===== config.mk =====
export PLATFORM = sky130hd
export DESIGN_NAME = cam_table_mgr
export DESIGN_NICKNAME = d
export VERILOG_FILES = /design/src/rtl/cam_table_mgr.sv
export SDC_FILE = /design/constraint.sdc
export NUM_CORES = 1
export LEC_CHECK = 0
export BUFFER_PORTS_ARGS = -buffer_cell sky130_fd_sc_hd__clkbuf_2
export CAP_MARGIN = 20
export CORE_ASPECT_RATIO = 1.1
export CORE_MARGIN = 10
export CORE_UTILIZATION = 45
export CTS_CLUSTER_SIZE = 30
export DETAILED_ROUTE_END_ITERATION = 12
export PLACE_DENSITY = 0.79
export REMOVE_ABC_BUFFERS = 1
export SYNTH_ARGS = -nofsm -noshare
export SYNTH_HDL_FRONTEND = slang
export SYNTH_SLANG_ARGS = --single-unit

===== constraint.sdc =====
create_clock -name clk -period 3.48 [get_ports clk]
set_input_delay 0.174 -clock clk [delete_from_list [all_inputs] [get_ports clk]]
set_output_delay 0.174 -clock clk [all_outputs]
set_load 0.005 [all_outputs]

===== src/rtl/cam_table_mgr.sv =====
// Key-level insert/delete manager for the block-RAM CAM: looks keys up, allocates
// or releases slots, runs the CAM write/busy handshake and tracks occupancy.
module cam_table_mgr #(
    parameter int DATA_WIDTH = 64,
    parameter int ADDR_WIDTH = 5
) (
    input  logic                  clk,
    input  logic                  rst,
    input  logic                  req_valid,
    output logic                  req_ready,
    input  logic                  req_op,
    input  logic [DATA_WIDTH-1:0] req_key,
    output logic                  rsp_valid,
    input  logic                  rsp_ready,
    output logic [1:0]            rsp_status,
    output logic [ADDR_WIDTH-1:0] rsp_addr,
    output logic [ADDR_WIDTH:0]   entry_count,
    output logic                  table_full,
    output logic [ADDR_WIDTH-1:0] cam_write_addr,
    output logic [DATA_WIDTH-1:0] cam_write_data,
    output logic                  cam_write_delete,
    output logic                  cam_write_enable,
    input  logic                  cam_write_busy,
    output logic [DATA_WIDTH-1:0] cam_compare_data,
    input  logic                  cam_match,
    input  logic [ADDR_WIDTH-1:0] cam_match_addr
);
    localparam int ENTRIES = 2 ** ADDR_WIDTH;

    localparam logic [1:0] ST_OK       = 2'b00;
    localparam logic [1:0] ST_DUP      = 2'b01;
    localparam logic [1:0] ST_FULL     = 2'b10;
    localparam logic [1:0] ST_NOTFOUND = 2'b11;

    // Handshakes: a transfer happens on a rising edge where valid and ready are both high;
    // rsp_valid and its payload stay put until rsp_ready is seen.
    typedef enum logic [2:0] {
        S_IDLE, S_LOOKUP_1, S_LOOKUP_2, S_ISSUE, S_WAIT_HI, S_WAIT_LO, S_RESP
    } state_t;

    state_t                  state, state_nx;
    logic                    op_q;
    logic [DATA_WIDTH-1:0]   key_q;
    logic [ENTRIES-1:0]      bitmap;
    logic [ADDR_WIDTH-1:0]   free_slot;
    logic                    bitmap_full;
    logic [ADDR_WIDTH:0]     count_q;

    assign cam_write_data   = key_q;
    assign cam_compare_data = key_q;
    assign entry_count      = count_q;
    assign table_full       = (count_q == (ADDR_WIDTH + 1)'(ENTRIES));
    assign bitmap_full      = &bitmap;

    // Lowest clear bit wins: scanning downward leaves the smallest index last.
    always_comb begin
        free_slot = '0;
        for (int i = ENTRIES - 1; i >= 0; i--) begin
            if (!bitmap[i]) free_slot = ADDR_WIDTH'(i);
        end
    end

    always_comb begin
        state_nx         = state;
        req_ready        = 1'b0;
        cam_write_enable = 1'b0;
        case (state)
            S_IDLE: begin
                req_ready = 1'b1;
                if (req_valid) state_nx = S_LOOKUP_1;
            end
            S_LOOKUP_1: state_nx = S_LOOKUP_2;
            S_LOOKUP_2: begin
                if (!op_q) state_nx = (cam_match || bitmap_full) ? S_RESP : S_ISSUE;
                else       state_nx = cam_match ? S_ISSUE : S_RESP;
            end
            S_ISSUE: begin
                if (!cam_write_busy) begin
                    cam_write_enable = 1'b1;
                    state_nx         = S_WAIT_HI;
                end
            end
            S_WAIT_HI: if (cam_write_busy)  state_nx = S_WAIT_LO;
            S_WAIT_LO: if (!cam_write_busy) state_nx = S_RESP;
            S_RESP:    if (rsp_ready)       state_nx = S_IDLE;
            default:   state_nx = S_IDLE;
        endcase
    end

    always_ff @(posedge clk) begin
        if (rst) begin
            state            <= S_IDLE;
            op_q             <= 1'b0;
            key_q            <= '0;
            bitmap           <= '0;
            count_q          <= '0;
            cam_write_addr   <= '0;
            cam_write_delete <= 1'b0;
            rsp_valid        <= 1'b0;
            rsp_status       <= ST_OK;
            rsp_addr         <= '0;
        end else begin
            state <= state_nx;
            case (state)
                S_IDLE: begin
                    if (req_valid) begin
                        op_q  <= req_op;
                        key_q <= req_key;
                    end
                end
                S_LOOKUP_2: begin
                    if (!op_q && cam_match) begin
                        rsp_status <= ST_DUP;
                        rsp_addr   <= cam_match_addr;
                        rsp_valid  <= 1'b1;
                    end else if (!op_q && bitmap_full) begin
                        rsp_status <= ST_FULL;
                        rsp_addr   <= '0;
                        rsp_valid  <= 1'b1;
                    end else if (!op_q) begin
                        cam_write_addr   <= free_slot;
                        cam_write_delete <= 1'b0;
                    end else if (!cam_match) begin
                        rsp_status <= ST_NOTFOUND;
                        rsp_addr   <= '0;
                        rsp_valid  <= 1'b1;
                    end else begin
                        cam_write_addr   <= cam_match_addr;
                        cam_write_delete <= 1'b1;
                    end
                end
                S_ISSUE: begin
                    if (!cam_write_busy) begin
                        bitmap[cam_write_addr] <= !cam_write_delete;
                        // Only count real transitions so a stale bit can never skew occupancy.
                        if (!cam_write_delete && !bitmap[cam_write_addr])
                            count_q <= count_q + 1'b1;
                        else if (cam_write_delete && bitmap[cam_write_addr])
                            count_q <= count_q - 1'b1;
                    end
                end
                S_WAIT_LO: begin
                    if (!cam_write_busy) begin
                        rsp_status <= ST_OK;
                        rsp_addr   <= cam_write_addr;
                        rsp_valid  <= 1'b1;
                    end
                end
                S_RESP: if (rsp_ready) rsp_valid <= 1'b0;
                default: ;
            endcase
        end
    end
endmodule


==> flow_summary.json, run 1 <==
{
  "drive_gt1_share_pct": 32.53,
  "die_h_um": 141.3,
  "grt_max_degree": 83,
  "path_max_fanout": 11,
  "synth_edf_count": 0,
  "yosysWarnings": 0,
  "cp_top_family": "multiplexers",
  "cts.clk_slew.worst_paths_ns": 0.05,
  "rows": 44,
  "worstMarginPinSlew_ns": 1.029,
  "cp-start-kind": "flop",
  "wirelength_mm": 21.74,
  "p_int_uw": 3182,
  "ys_ff_latch": 120,
  "fin_crit_ns": 3.251,
  "fin_crit_sh_pct": 93.43,
  "drc_errors": 0,
  "cp.depth": 13,
  "r2r-start": "cam_write_addr[1]",
  "grt_pass1_wl_mm": 32.65,
  "synth.distinct_cells": 60,
  "critPathLaunch": "cam_write_addr[1]",
  "dr.pass1.iters": 6,
  "worstHoldPathCells": 3,
  "end_kind": "flop",
  "setup_violations": 0,
  "post-cts-setup-buffers": 0,
  "gp_congestion": 0.9848,
  "post_dp_cell_area_um2": 6790,
  "num_vias": 6310,
  "numCtsBuffers": 17,
  "synthCells": 730,
  "clockPowerShare_pct": 47.9,
  "hp-class": "input pin to flop",
  "htree_levels": 4,
  "p_leak_uw": 0.003475,
  "synth_ff_type": "dfxtp_1",
  "synth_top_area_cell": "dfxtp_1",
  "grt_usage_pct": 22.76,
  "dp_hpwl_mm": 15.23,
  "met1_usage_pct": 24.40,
  "grt.overflow.total": 0,
  "clock_sinks": 120,
  "via_per_inst": 5.634,
  "p_sw_uw": 1099,
  "io_pins": 227,
  "finish.instance_area_um2": 8066,
  "synthToLayoutAreaGrowth_pct": 34.12,
  "synth_top_cell_area_share_pct": 39.94,
  "fin_total_pwr_uw": 4281,
  "slew_viol_final": 0,
  "p_comb_share_pct": 15.4,
  "p_seq_share_pct": 36.7,
  "crit_chain": "mux4_2 -> mux4_2 -> mux2i_1 -> ha_1 -> inv_1 -> ha_1 -> a21o_1 -> a21oi_1 -> nor2b_1 -> o21ai_1 -> buf_4 -> nand4_1 -> nand4_1",
  "ant_nets": 0,
  "syn_avg_cell_area_um2": 8.239,
  "numPortBuffers": 226,
  "drv_cap": 0,
  "finalHoldViolCount": 0,
  "fin_skew_ns": 0.01084,
  "cp_slowest_cell": "dfxtp_1",
  "grtUsageMet3_pct": 7.976,
  "wl_per_cell_um": 19.41,
  "ir_drop_v": 0.0002342,
  "worst-path-buf-inv": 2,
  "relSlewSlack_pct": 31.23,
  "layout.nets": 1025,
  "cts_tree": "done",
  "clock_latency_ns": 0.42,
  "first_iter_violations": 569,
  "p_sw_share_pct": 25.67,
  "reg2reg_depth": 13,
  "use_met2_pct": 37.47,
  "worstSetupPathType": "flop to flop",
  "min_from": "req_key[50]",
  "p_per_area_nw_per_um2": 530.7,
  "clockBufferDepth": 2,
  "synth_area_um2": 6015,
  "status": "finished clean",
  "start_util_pct": 45.71,
  "cts_root_buf": "clkbuf_16",
  "grt_pass1_vias": 6076,
  "grt-busiest-layer": "met2",
  "ys_seq_area_share_pct": 39.94,
  "die_w_um": 130.2,
  "antenna_found_initial": 0,
  "critPathMaxStageDelay_ns": 0.65,
  "async_flop_share_pct": 0,
  "max_freq_mhz": 307.6,
  "rsz0062_at_grt": "false",
  "yosys-top-cells-area": "dfxtp_1, nand2_1, a21oi_1",
  "die-area_um2": 18400,
  "worst_ep_arrival_time_ns": 3.61,
  "cp.required_ns": 3.83,
  "core_um2": 13160
}
-- power groups by stage --
| stage | clock [uW] | combinational (uW) | sequential, uW |
|---|---|---|---|
| CTS | 2070 | 652 | 1570 |
| floorplan | 0 | 241 | 1600 |
| global route | 2130 | 731 | 1580 |
| detailed placement | 0 | 597 | 1590 |
| finish | 2050 | 660 | 1570 |
| global placement | 0 | 590 | 1590 |
-- cells in the mapped netlist, types with 2 or more instances --
cell      count
and2_1        4
inv_1        12
a21oi_1     113
inv_2         2
nor3b_1       3
nor3_1        9
ha_1          5
a31oi_1       4
buf_6         2
o21ai_0      23
o21bai_1      3
or3_1         9
a211oi_1      3
a221o_1       4
buf_2        12
a21o_1        2
a311oi_1     24
dfxtp_1     120
nor3_2        2
and3_1        3
nor3b_2       2
nand3_1      11
nor2b_1       7
xnor2_1       4
mux2i_1       5
nand2_1     160
nor2_1       28
nand2b_1      3
clkbuf_1     27
nor4_1        2
buf_4        65
a311oi_2      4
mux4_2        9
nand4_1      17
or2_2         2
-- cell families (layout without fill, tap and decap cells) --
family                   count (synthesis)  count (layout)  share of synthesized area, %
other                                    0               3                             0
buffers and inverters                  123             349                         12.73
flip-flops                             120             120                         39.94
AO/OA/AOI/OAI                          188             188                         19.08
multiplexers                            15              15                         4.639
adder cells (fa/ha/maj)                  6               6                         1.373
AND/OR/NAND/NOR                        274             274                         21.66
XOR/XNOR                                 4               4                        0.5824
-- final cells by class --
| cell class | instances | area [um2] |
|---|---|---|
| Sequential cell | 120 | 2404 |
| Clock buffer | 22 | 484.2 |
| Antenna cell | 3 | 7.507 |
| Inverter | 14 | 52.55 |
| Timing Repair Buffer | 303 | 1854 |
| Clock inverter | 10 | 212.7 |
| Multi-Input combinational cell | 487 | 2850 |
| Tap cell | 161 | 201.4 |
| Fill cell | 1064 | 5091 |
-- repair_timing --
action	4_1_cts	5_1_grt
hold endpoints to repair	57	0
gates resized for setup	0	2
hold buffers	57	0
setup endpoints to repair	0	1
-- state kept, by name, summed over array words and instances, names as in the netlist --
| signal | count |
|---|---|
| cam_write_addr | 5 |
| rsp_addr | 5 |
| op_q | 1 |
| entry_count | 6 |
| cam_write_delete | 1 |
| cam_compare_data | 64 |
| rsp_valid | 1 |
| state | 3 |
| rsp_status | 2 |
| bitmap | 32 |
-- per-stage QoR --
step	hold slack (ns)	setup TNS [ns]	util (%)	worst slack (ns)	instances
floorplan	0.2419	-0.05925	-	-0.05925	621
global placement	0.3966	0	51.61	0.2491	1028
detailed placement	0.4030	0	51.61	0.1195	1028
CTS	0.002744	0	61.24	0.1075	1117
global route	0.005664	0	61.25	0.06371	1117
finish	0.005195	0	61.31	0.2286	1120
-- path summary, 6_finish.rpt --
kind | to | slack [ns]
setup / recovery | entry_count[5] | 0.23
hold / removal | cam_compare_data[50] | 0.005
setup reg to reg | entry_count[5] | 0.23
hold reg to reg | cam_compare_data[60] | 0.47
-- per-layer routing --
metal,vias to the layer above,part of all wire (%)
li1,2942,-
met1,2922,37
met2,345,48
met3,101,9.8
met4,0,5.5
met5,-,0
-- cell usage in the layout (no fill, tap or decap), types with 2 or more instances in the layout --
cell / count
clkinvlp_4: 2
a21o_1: 2
buf_4: 21
clkbuf_16: 17
a311oi_1: 24
nor3b_2: 2
mux4_2: 9
diode_2: 3
nand2_1: 159
a211oi_1: 3
ha_1: 5
clkbuf_8: 4
nor2b_1: 7
o21ai_0: 22
a31oi_1: 4
a311oi_2: 4
dfxtp_1: 119
nor3b_1: 3
a221o_1: 4
a21oi_1: 113
xnor2_1: 4
nor4_1: 2
nand2b_1: 3
mux2i_1: 5
inv_2: 2
inv_1: 12
bufinv_16: 6
nand3_1: 11
clkbuf_2: 225
nor3_1: 9
nor2_1: 28
or2_2: 2
or3_1: 9
dlygate4sd3_1: 57
o21bai_1: 3
nor3_2: 2
and3_1: 3
and2_1: 3
nand4_1: 17
-- tightest hold or removal path, cell delays in order --
cell and delay (ns):
clkbuf_2 0.09, nand2_1 0.05, a21oi_1 0.05
Note: power is estimated with default switching activity, not from simulation.
==> inputs of run 2 (changes only) <==
--- a/config.mk
+++ b/config.mk
@@ -6,13 +6,12 @@
 export NUM_CORES = 1
 export LEC_CHECK = 0
 export BUFFER_PORTS_ARGS = -buffer_cell sky130_fd_sc_hd__clkbuf_2
-export CAP_MARGIN = 20
 export CORE_ASPECT_RATIO = 1.1
 export CORE_MARGIN = 10
 export CORE_UTILIZATION = 45
 export CTS_CLUSTER_SIZE = 30
 export DETAILED_ROUTE_END_ITERATION = 12
-export PLACE_DENSITY = 0.79
+export PLACE_DENSITY = 0.74
 export REMOVE_ABC_BUFFERS = 1
 export SYNTH_ARGS = -nofsm -noshare
 export SYNTH_HDL_FRONTEND = slang
==> constraint.sdc (replaced) <==
create_clock -name clk -period 3.48 [get_ports clk]
set_input_delay 0 -clock clk [delete_from_list [all_inputs] [get_ports clk]]
set_output_delay 0 -clock clk [all_outputs]
set_load 0.005 [all_outputs]
==> run 2 against run 1 <==
Sequential share of layout area is 0.16 points lower. Count of clock-buffer cells in the layout is the same. Clock skew shrank 0.0028 ns. Largest cell class unchanged. Flip-flop and latch count stayed put. Critical path type unchanged. Wire length is 0.88% lower. Final area rose by 0.59%. Setup slack got worse by 0.035 ns. First-iteration DRC count is 7.7% lower. Core utilization rose by 0.36 points. Non-clock buffer count rose by 14. Sequential power barely moved.
==> flow_summary.json, run 2 (synthesis results as in run 1) <==
{
  "worstHoldPathCells": 5,
  "end_kind": "flop",
  "htree_levels": 4,
  "clockPowerShare_pct": 42.9,
  "worstMarginPinSlew_ns": 0.9769,
  "p_comb_share_pct": 17.2,
  "core_um2": 13160,
  "cp-start-kind": "flop",
  "post-cts-setup-buffers": 0,
  "seq_area_um2": 2405,
  "crit_chain": "buf_12 -> mux4_2 -> mux4_2 -> mux2i_2 -> ha_1 -> inv_1 -> ha_1 -> a21o_1 -> a21oi_2 -> nor2b_1 -> o21ai_1 -> buf_4 -> nand4_1 -> nand4_1",
  "drive_gt1_share_pct": 31.40,
  "p_leak_uw": 0.003473,
  "tns_ns": 0,
  "cp.required_ns": 3.83,
  "synthToLayoutAreaGrowth_pct": 34.91,
  "multi_input_area_um2": 2858,
  "setup_violations": 0,
  "setup_ws_ns": 0.1939,
  "die_h_um": 141.3,
  "p_seq_share_pct": 39.9,
  "fin_skew_ns": 0.008028,
  "fillers": 1082,
  "critPathMaxStageDelay_ns": 0.51,
  "layout.nets": 1039,
  "gp_congestion": 0.9213,
  "hp-class": "input pin to flop",
  "drc_errors": 0,
  "fin_crit_ns": 3.286,
  "clock_sinks": 120,
  "fin_total_pwr_uw": 3937,
  "grt.overflow.total": 0,
  "worst_ep_arrival_time_ns": 3.64,
  "antenna_found_initial": 5,
  "stdcell_count": 1134,
  "p_int_uw": 2855,
  "cts.clk_slew.worst_paths_ns": 0.05,
  "p_sw_uw": 1081,
  "ir_drop_v": 0.0002860,
  "status": "finished clean",
  "numPortBuffers": 226,
  "clockBufferDepth": 2,
  "grt_max_degree": 91,
  "start_util_pct": 45.71,
  "die_w_um": 130.2,
  "first_iter_violations": 525,
  "num_vias": 6240,
  "path_max_fanout": 16,
  "cp_slowest_cell": "mux4_2",
  "via_per_inst": 5.503,
  "cts_root_buf": "clkbuf_16",
  "grt_pass1_wl_mm": 32.04,
  "reg2reg_depth": 14,
  "ant_nets": 0,
  "dp_hpwl_mm": 14.57,
  "post-place-ws_ns": 0.04132,
  "rsz0062_at_grt": "false",
  "p_per_area_nw_per_um2": 485.2,
  "grt_pass1_vias": 6128,
  "finalHoldViolCount": 0,
  "numCtsBuffers": 17,
  "dr.pass1.iters": 6,
  "layout_commonest_cell": "clkbuf_2",
  "wirelength_mm": 21.55,
  "slew_viol_final": 0,
  "cp.depth": 14,
  "max_freq_mhz": 304.3,
  "relSlewSlack_pct": 34.74,
  "cp_top_family": "multiplexers",
  "dpl.cell_count": 1022,
  "die-area_um2": 18400,
  "grt_usage_pct": 22.12,
  "wl_per_cell_um": 19.00,
  "largest_reg_flops": 64,
  "fin_crit_sh_pct": 94.43,
  "layout_common_cells": "clkbuf_2, nand2_1, dfxtp_1, a21oi_1, dlygate4sd3_1",
  "p_sw_share_pct": 27.47,
  "worst-path-buf-inv": 3,
  "clock_latency_ns": 0.41,
  "cts_tree": "done",
  "worstSetupPathType": "flop to flop",
  "drv_cap": 0,
  "rows": 44,
  "io_pins": 227
}
-- run 2: routing by layer --
| metal | vias up | GRT usage, % | wire, um |
|---|---|---|---|
| li1 | 2966 | - | - |
| met1 | 2873 | 22.96 | 7690 |
| met2 | 321 | 39.64 | 11100 |
| met3 | 78 | 5.628 | 1845 |
| met4 | 2 | 11.37 | 861 |
| met5 | - | 2.346 | 50 |
-- run 2: worst paths after layout --
| kind | startpoint | to | slack, ns |
|---|---|---|---|
| setup / recovery | cam_write_addr[0] | entry_count[5] | 0.19 |
| hold / removal | req_valid | state[0] | 0.06 |
| setup reg to reg | cam_write_addr[0] | entry_count[5] | 0.19 |
| hold reg to reg | cam_compare_data[51] | cam_compare_data[51] | 0.47 |
-- run 2: layout make-up --
| cell class | count | share of cell area, % |
|---|---|---|
| clock buffers | 22 | 5.721 |
| clock inverters | 8 | 1.218 |
| flip-flops and latches | 120 | 29.64 |
| well taps | 161 | 2.483 |
| repair buffers | 317 | 24.92 |
| diodes | 5 | 0.1542 |
| inverters | 14 | 0.6476 |
| multi-input cells | 487 | 35.22 |
-- run 2: stage by stage --
step / area [um2] / utilization [%] / hold WS (ns)
after detailed placement: 6758 / 51.36 / 0.2287
after global routing: 8114 / 61.67 / 0.1250
after CTS: 8093 / 61.51 / 0.04213
after global placement: 6758 / 51.36 / 0.2243
final: 8114 / 61.67 / 0.06127
after floorplan: 5301 / - / 0.06786
-- run 2: power by group through the flow --
stage	registers [uW]	clock network, uW	logic [uW]
after floorplan	1600	0	241
after global placement	1590	0	589
after detailed placement	1590	0	595
after CTS	1570	1710	672
after global routing	1580	1770	747
final	1570	1690	679
-- run 2: worst min-delay path: cells and delay by family --
family	cells	cell delay, ns
buffers and inverters	1	0.10
AND/OR/NAND/NOR	1	0.06
AO/OA/AOI/OAI	3	0.25
-- run 2: what timing repair did --
item,4_1_cts,5_1_grt
endpoints found under the setup margin,1,2
endpoints found under the hold margin,81,0
hold buffers,77,0
resized for setup,1,4
